==> src/rtl/pool_tree.sv <==
// rtl/pool_tree.sv - pipelined max/floor-average pooling reduction tree with valid/ready
module pool_tree #(
    parameter int DATA_WIDTH = 32,
    parameter int NUM_IN     = 4
) (
    input  logic                         clk,
    input  logic                         reset,
    input  logic                         in_valid,
    output logic                         in_ready,
    input  logic [NUM_IN*DATA_WIDTH-1:0] in_data,
    input  logic                         in_mode,
    output logic                         out_valid,
    input  logic                         out_ready,
    output logic [DATA_WIDTH-1:0]        out_data
);
    localparam int L  = $clog2(NUM_IN);
    localparam int OW = DATA_WIDTH + L;

    logic                  w_advance;
    logic                  w_last_valid;
    logic                  w_last_mode;
    logic signed [OW-1:0]  w_last_node;
    logic [DATA_WIDTH-1:0] w_result;

    // Level k holds NUM_IN>>k nodes, each DATA_WIDTH+k bits so a full sum never overflows.
    // Max results ride the same widened nodes (sign-extended) so one datapath serves both modes.
    for (genvar k = 1; k <= L; k++) begin : g_lvl
        localparam int NN = NUM_IN >> k;
        localparam int W  = DATA_WIDTH + k;

        logic signed [W-2:0] w_child [2*NN];
        logic                w_child_valid;
        logic                w_child_mode;
        logic signed [W-1:0] w_next  [NN];
        logic signed [W-1:0] r_node  [NN];
        logic                r_valid;
        logic                r_mode;

        if (k == 1) begin : g_src
            for (genvar n = 0; n < 2*NN; n++) begin : g_in
                assign w_child[n] = in_data[n*DATA_WIDTH +: DATA_WIDTH];
            end
            assign w_child_valid = in_valid && in_ready;
            assign w_child_mode  = in_mode;
        end else begin : g_src
            for (genvar n = 0; n < 2*NN; n++) begin : g_in
                assign w_child[n] = g_lvl[k-1].r_node[n];
            end
            assign w_child_valid = g_lvl[k-1].r_valid;
            assign w_child_mode  = g_lvl[k-1].r_mode;
        end

        // The mode bit travelling with the window picks sum or max at every node,
        // so interleaved windows of different modes never mix.
        for (genvar n = 0; n < NN; n++) begin : g_node
            logic signed [W-1:0] w_a;
            logic signed [W-1:0] w_b;
            assign w_a       = {w_child[2*n][W-2], w_child[2*n]};
            assign w_b       = {w_child[2*n+1][W-2], w_child[2*n+1]};
            assign w_next[n] = w_child_mode ? (w_a + w_b) : ((w_a >= w_b) ? w_a : w_b);
        end

        // Level register: cleared by reset, otherwise loads only when the whole pipe advances.
        always_ff @(posedge clk) begin
            if (reset) begin
                r_valid <= 1'b0;
                r_mode  <= 1'b0;
                for (int n = 0; n < NN; n++) begin
                    r_node[n] <= '0;
                end
            end else if (w_advance) begin
                r_valid <= w_child_valid;
                r_mode  <= w_child_mode;
                for (int n = 0; n < NN; n++) begin
                    r_node[n] <= w_next[n];
                end
            end
        end
    end

    assign w_last_valid = g_lvl[L].r_valid;
    assign w_last_mode  = g_lvl[L].r_mode;
    assign w_last_node  = g_lvl[L].r_node[0];

    // Arithmetic shift of the full sum floors toward minus infinity; the average always fits DATA_WIDTH.
    assign w_result = w_last_mode ? DATA_WIDTH'(w_last_node >>> L) : DATA_WIDTH'(w_last_node);

    // Output is masked while reset is held so an in-flight window never shows up as a partial result.
    assign out_valid = w_last_valid && !reset;
    assign out_data  = reset ? '0 : w_result;

    // Global stall: every level moves together, so bubbles are carried rather than collapsed.
    assign w_advance = !out_valid || out_ready;
    assign in_ready  = w_advance && !reset;

endmodule
==> config.mk <==
export PLATFORM = sky130hd
export DESIGN_NAME = pool_tree
export DESIGN_NICKNAME = d
export VERILOG_FILES = /design/src/rtl/pool_tree.sv
export SDC_FILE = /design/constraint.sdc
export NUM_CORES = 1
export LEC_CHECK = 0
export ABC_CLOCK_PERIOD_IN_PS = 5400
export CAP_MARGIN = 20
export CORE_MARGIN = 3
export CORE_UTILIZATION = 45
export DETAILED_ROUTE_END_ITERATION = 10
export PLACE_DENSITY = 0.74
export SLEW_MARGIN = 20
export SYNTH_ARGS = -nofsm -noshare
export SYNTH_HDL_FRONTEND = slang
export SYNTH_SLANG_ARGS = --single-unit
==> constraint.sdc <==
create_clock -name clk -period 5.4 [get_ports clk]
set_clock_uncertainty 0.2 [all_clocks]
set_input_delay 0.54 -clock clk [delete_from_list [all_inputs] [get_ports clk]]
set_output_delay 0.54 -clock clk [all_outputs]
set_load 0.03 [all_outputs]
==> results.md <==
* IO Port Bufs at 166
* Residual DRC count at 0
* Status: finished, final reports clean
* Most frequent cells in the layout: nor2_1 (201), ha_1 (194), inv_1 (182)
* Final setup fails at 0
* Crit path time final at 4330 ps
* Setup TNS at 0 ps
* Initial DRC count at 871
* Library cells used by synthesis at 77
* Max Freq at 231 MHz
* CP endpoint kind: flip-flop
* Longest Clk Path Bufs at 2
* Mapped Nets at 1988
* Kind of critical path: input port to flip-flop
* Via/cell ratio at 5.77
* Leakage at 0.00665 µW
* DPL Wire Length at 30.7 mm
* Vias at 12400
* # hold bufs at CTS at 0
* Yosys warning total at 0
* H-tree depth at 3
* Antenna diode count at 0
* I/O pin total at 167
* Die H at 179 µm
* Post-layout util at 53.7%
* Crit path max-delay family: simple AND/OR/NAND/NOR gates
* First-pass GRT wire length at 61.2 mm
* Power Density at 225 nW/µm²
* CP arrival at 4180 ps
* Post-CTS Setup Repair Bufs at 0
* Gpl congestion at 0.941
* Number of detailed-routing iterations run before antenna repair at 5
* Share of layout cells above drive strength 1 at 3.84%
* FP Rows at 62
* WL/cell at 17.8 µm
* Post-synthesis sequential area ratio at 22.9%
* Dominant synthesized flop cell: edfxtp_1
* CORE AREA at 29100 µm²
* CTS tree: built
* Peak supply drop at 175 µV
* Hold Fails Final Rpt at 0
* Pins over their slew limit at 0
* Avg Inst Size Synth at 8.11 µm²
* Number of clock sinks at 104
* Tcrit/Tclk final at 80.2%
* PostCTS Resize Cnt at 0
* Final wirelength at 38.3 mm
* Total of max-cap violations at 0
* Worst-margin pin slew at 1050 ps
* Worst-path clk slew at 70 ps
* RSZ-0062 raised after global routing: no
* Total GRT Usage at 23.8%
* Critical path launch point type: input port
* Flop2flop setup slack at 1240 ps
* Initial antenna violation count at 0
* Critical Path RT at 5250 ps
* Die W at 179 µm
* Overflow after GRT at 0
* Slew HR at 29.9%
* Clock Latency Late Sink at 360 ps
* Most common cell after layout, fill and taps aside: nor2_1
* Die ar. at 32000 µm²
* Slowest stage cell, crit path: mux2_4
* Largest net degree at the start of global routing at 95
* Hold Crit Class: flip-flop to flip-flop
* CTS buffer count at 9
* Vias in the first global route at 11800
* Post-synthesis async set-or-reset flop share at 0%
* Final Hold Slack at 267 ps
* Worst-path fanout max at 53
* Clock tree root buffer cell: clkbuf_16
* Fin nets at 2097
* Starting density of the core at 46.2%
* P&R area growth vs syn at 16.3%
* Critical path cell sequence: clkdlybuf4s50_1 -> inv_1 -> ha_1 -> nand4_1 -> or4_4 -> nor3_2 -> o41ai_1 -> nor4b_4 -> mux2_4 -> mux2_2 -> o21ai_1 -> a41oi_1
* Mapped cell area at 13400 µm²
* Post-synth EDFFs at 100
* Post-synthesis cell count at 1658
* Critical path's largest stage delay at 660 ps
* Synth Register Bits at 104
* Worst path bufs/invs at 2
* Final ANT Viol Nets at 0
==> tightest hold or removal path: stages, from the launching register on <==
cell	delay, ps
dfxtp_1	310
inv_1	40
o21ai_0	70
==> cells by family after synthesis <==
kind of cell,share of synthesized area (%)
AND/OR/NAND/NOR,16.0
buffers and inverters,7.75
XOR/XNOR,5.28
adder cells (fa/ha/maj),18.5
AO/OA/AOI/OAI,23.4
multiplexers,6.15
flip-flops,22.9
==> synth_stat cells (all sizes together) (3+ instances only) <==
cell type	count	area share (%)
nor2	201	5.6
ha	194	18
inv	183	5.1
a21oi	165	6.2
edfxtp	100	22
a211oi	85	4.8
o21ai	78	2.9
nand2	67	1.9
xnor2	65	4.2
mux2i	59	4.4
clkbuf	57	1.6
nor3	36	1.4
nor2b	32	1.5
o211ai	27	1.7
o21bai	27	1.5
buf	22	1.0
and3	19	0.88
mux2	19	1.7
nand2b	19	0.88
nand4	19	0.88
a21o	16	0.89
nor4	16	0.74
xor2	16	1.0
o31ai	13	0.73
a21boi	10	0.56
a221oi	10	0.65
or3	10	0.50
nand3	9	0.34
o41ai	7	0.51
a31oi	6	0.28
o22ai	6	0.28
a311oi	5	0.33
a2111oi	4	0.26
dfxtp	4	0.60
o21a	4	0.22
o21ba	4	0.30
or2	4	0.19
a221o	3	0.22
a41oi	3	0.20
fa	3	0.45
nor3b	3	0.17
nor4b	3	0.35
or4	3	0.20
==> worst paths after layout <==
path,from,to,depth (start not counted)
hold reg to reg,g_lvl[1].r_valid,g_lvl[2].r_valid,2
hold / removal,g_lvl[1].r_valid,g_lvl[2].r_valid,2
setup / recovery,in_data[127],g_lvl[1].r_node[0][65],12
setup reg to reg,g_lvl[1].r_node[0][34],g_lvl[2].r_node[0][30],12
==> power by group <==
part	switching (µW)	leakage, µW	internal, µW	total, µW
Sequential	96.3	0.00119	1020	1120
Combinational	1020	0.00533	728	1750
Clock	287	0.000133	359	646
Total	1410	0.00665	2110	3520
==> metal layers <==
layer / GRT usage (%) / share of wire [%] / vias to the layer above
li1: - / - / 6137
met1: 33.7 / 46 / 5780
met2: 39.7 / 46 / 473
met3: 2.46 / 6.2 / 47
met4: 4.35 / 1.6 / 0
met5: 0 / 0 / -
==> state kept, by name (all words and copies together), names as in the netlist <==
name	flops
g_lvl.r_node	100
g_lvl.r_valid	2
g_lvl.r_mode	2
==> metrics by stage <==
step	setup WS (ps)	area, µm²	total power (µW)	std cells
after floorplan	554	13400	2340	1658
after global placement	821	15300	2840	2140
after detailed placement	763	15300	2860	2140
after CTS	1130	15600	3510	2156
after global routing	882	15600	3750	2156
final	1070	15600	3520	2156
==> final cells by class <==
type	count	area, µm²
Clock inverter	5	57.6
Timing Repair Buffer	177	1750
Multi-Input combinational cell	1291	9330
Fill cell	2784	13500
Inverter	184	692
Clock buffer	11	233
Sequential cell	104	3080
Tap cell	384	480
No activity file was read; power rests on OpenSTA's default activity.
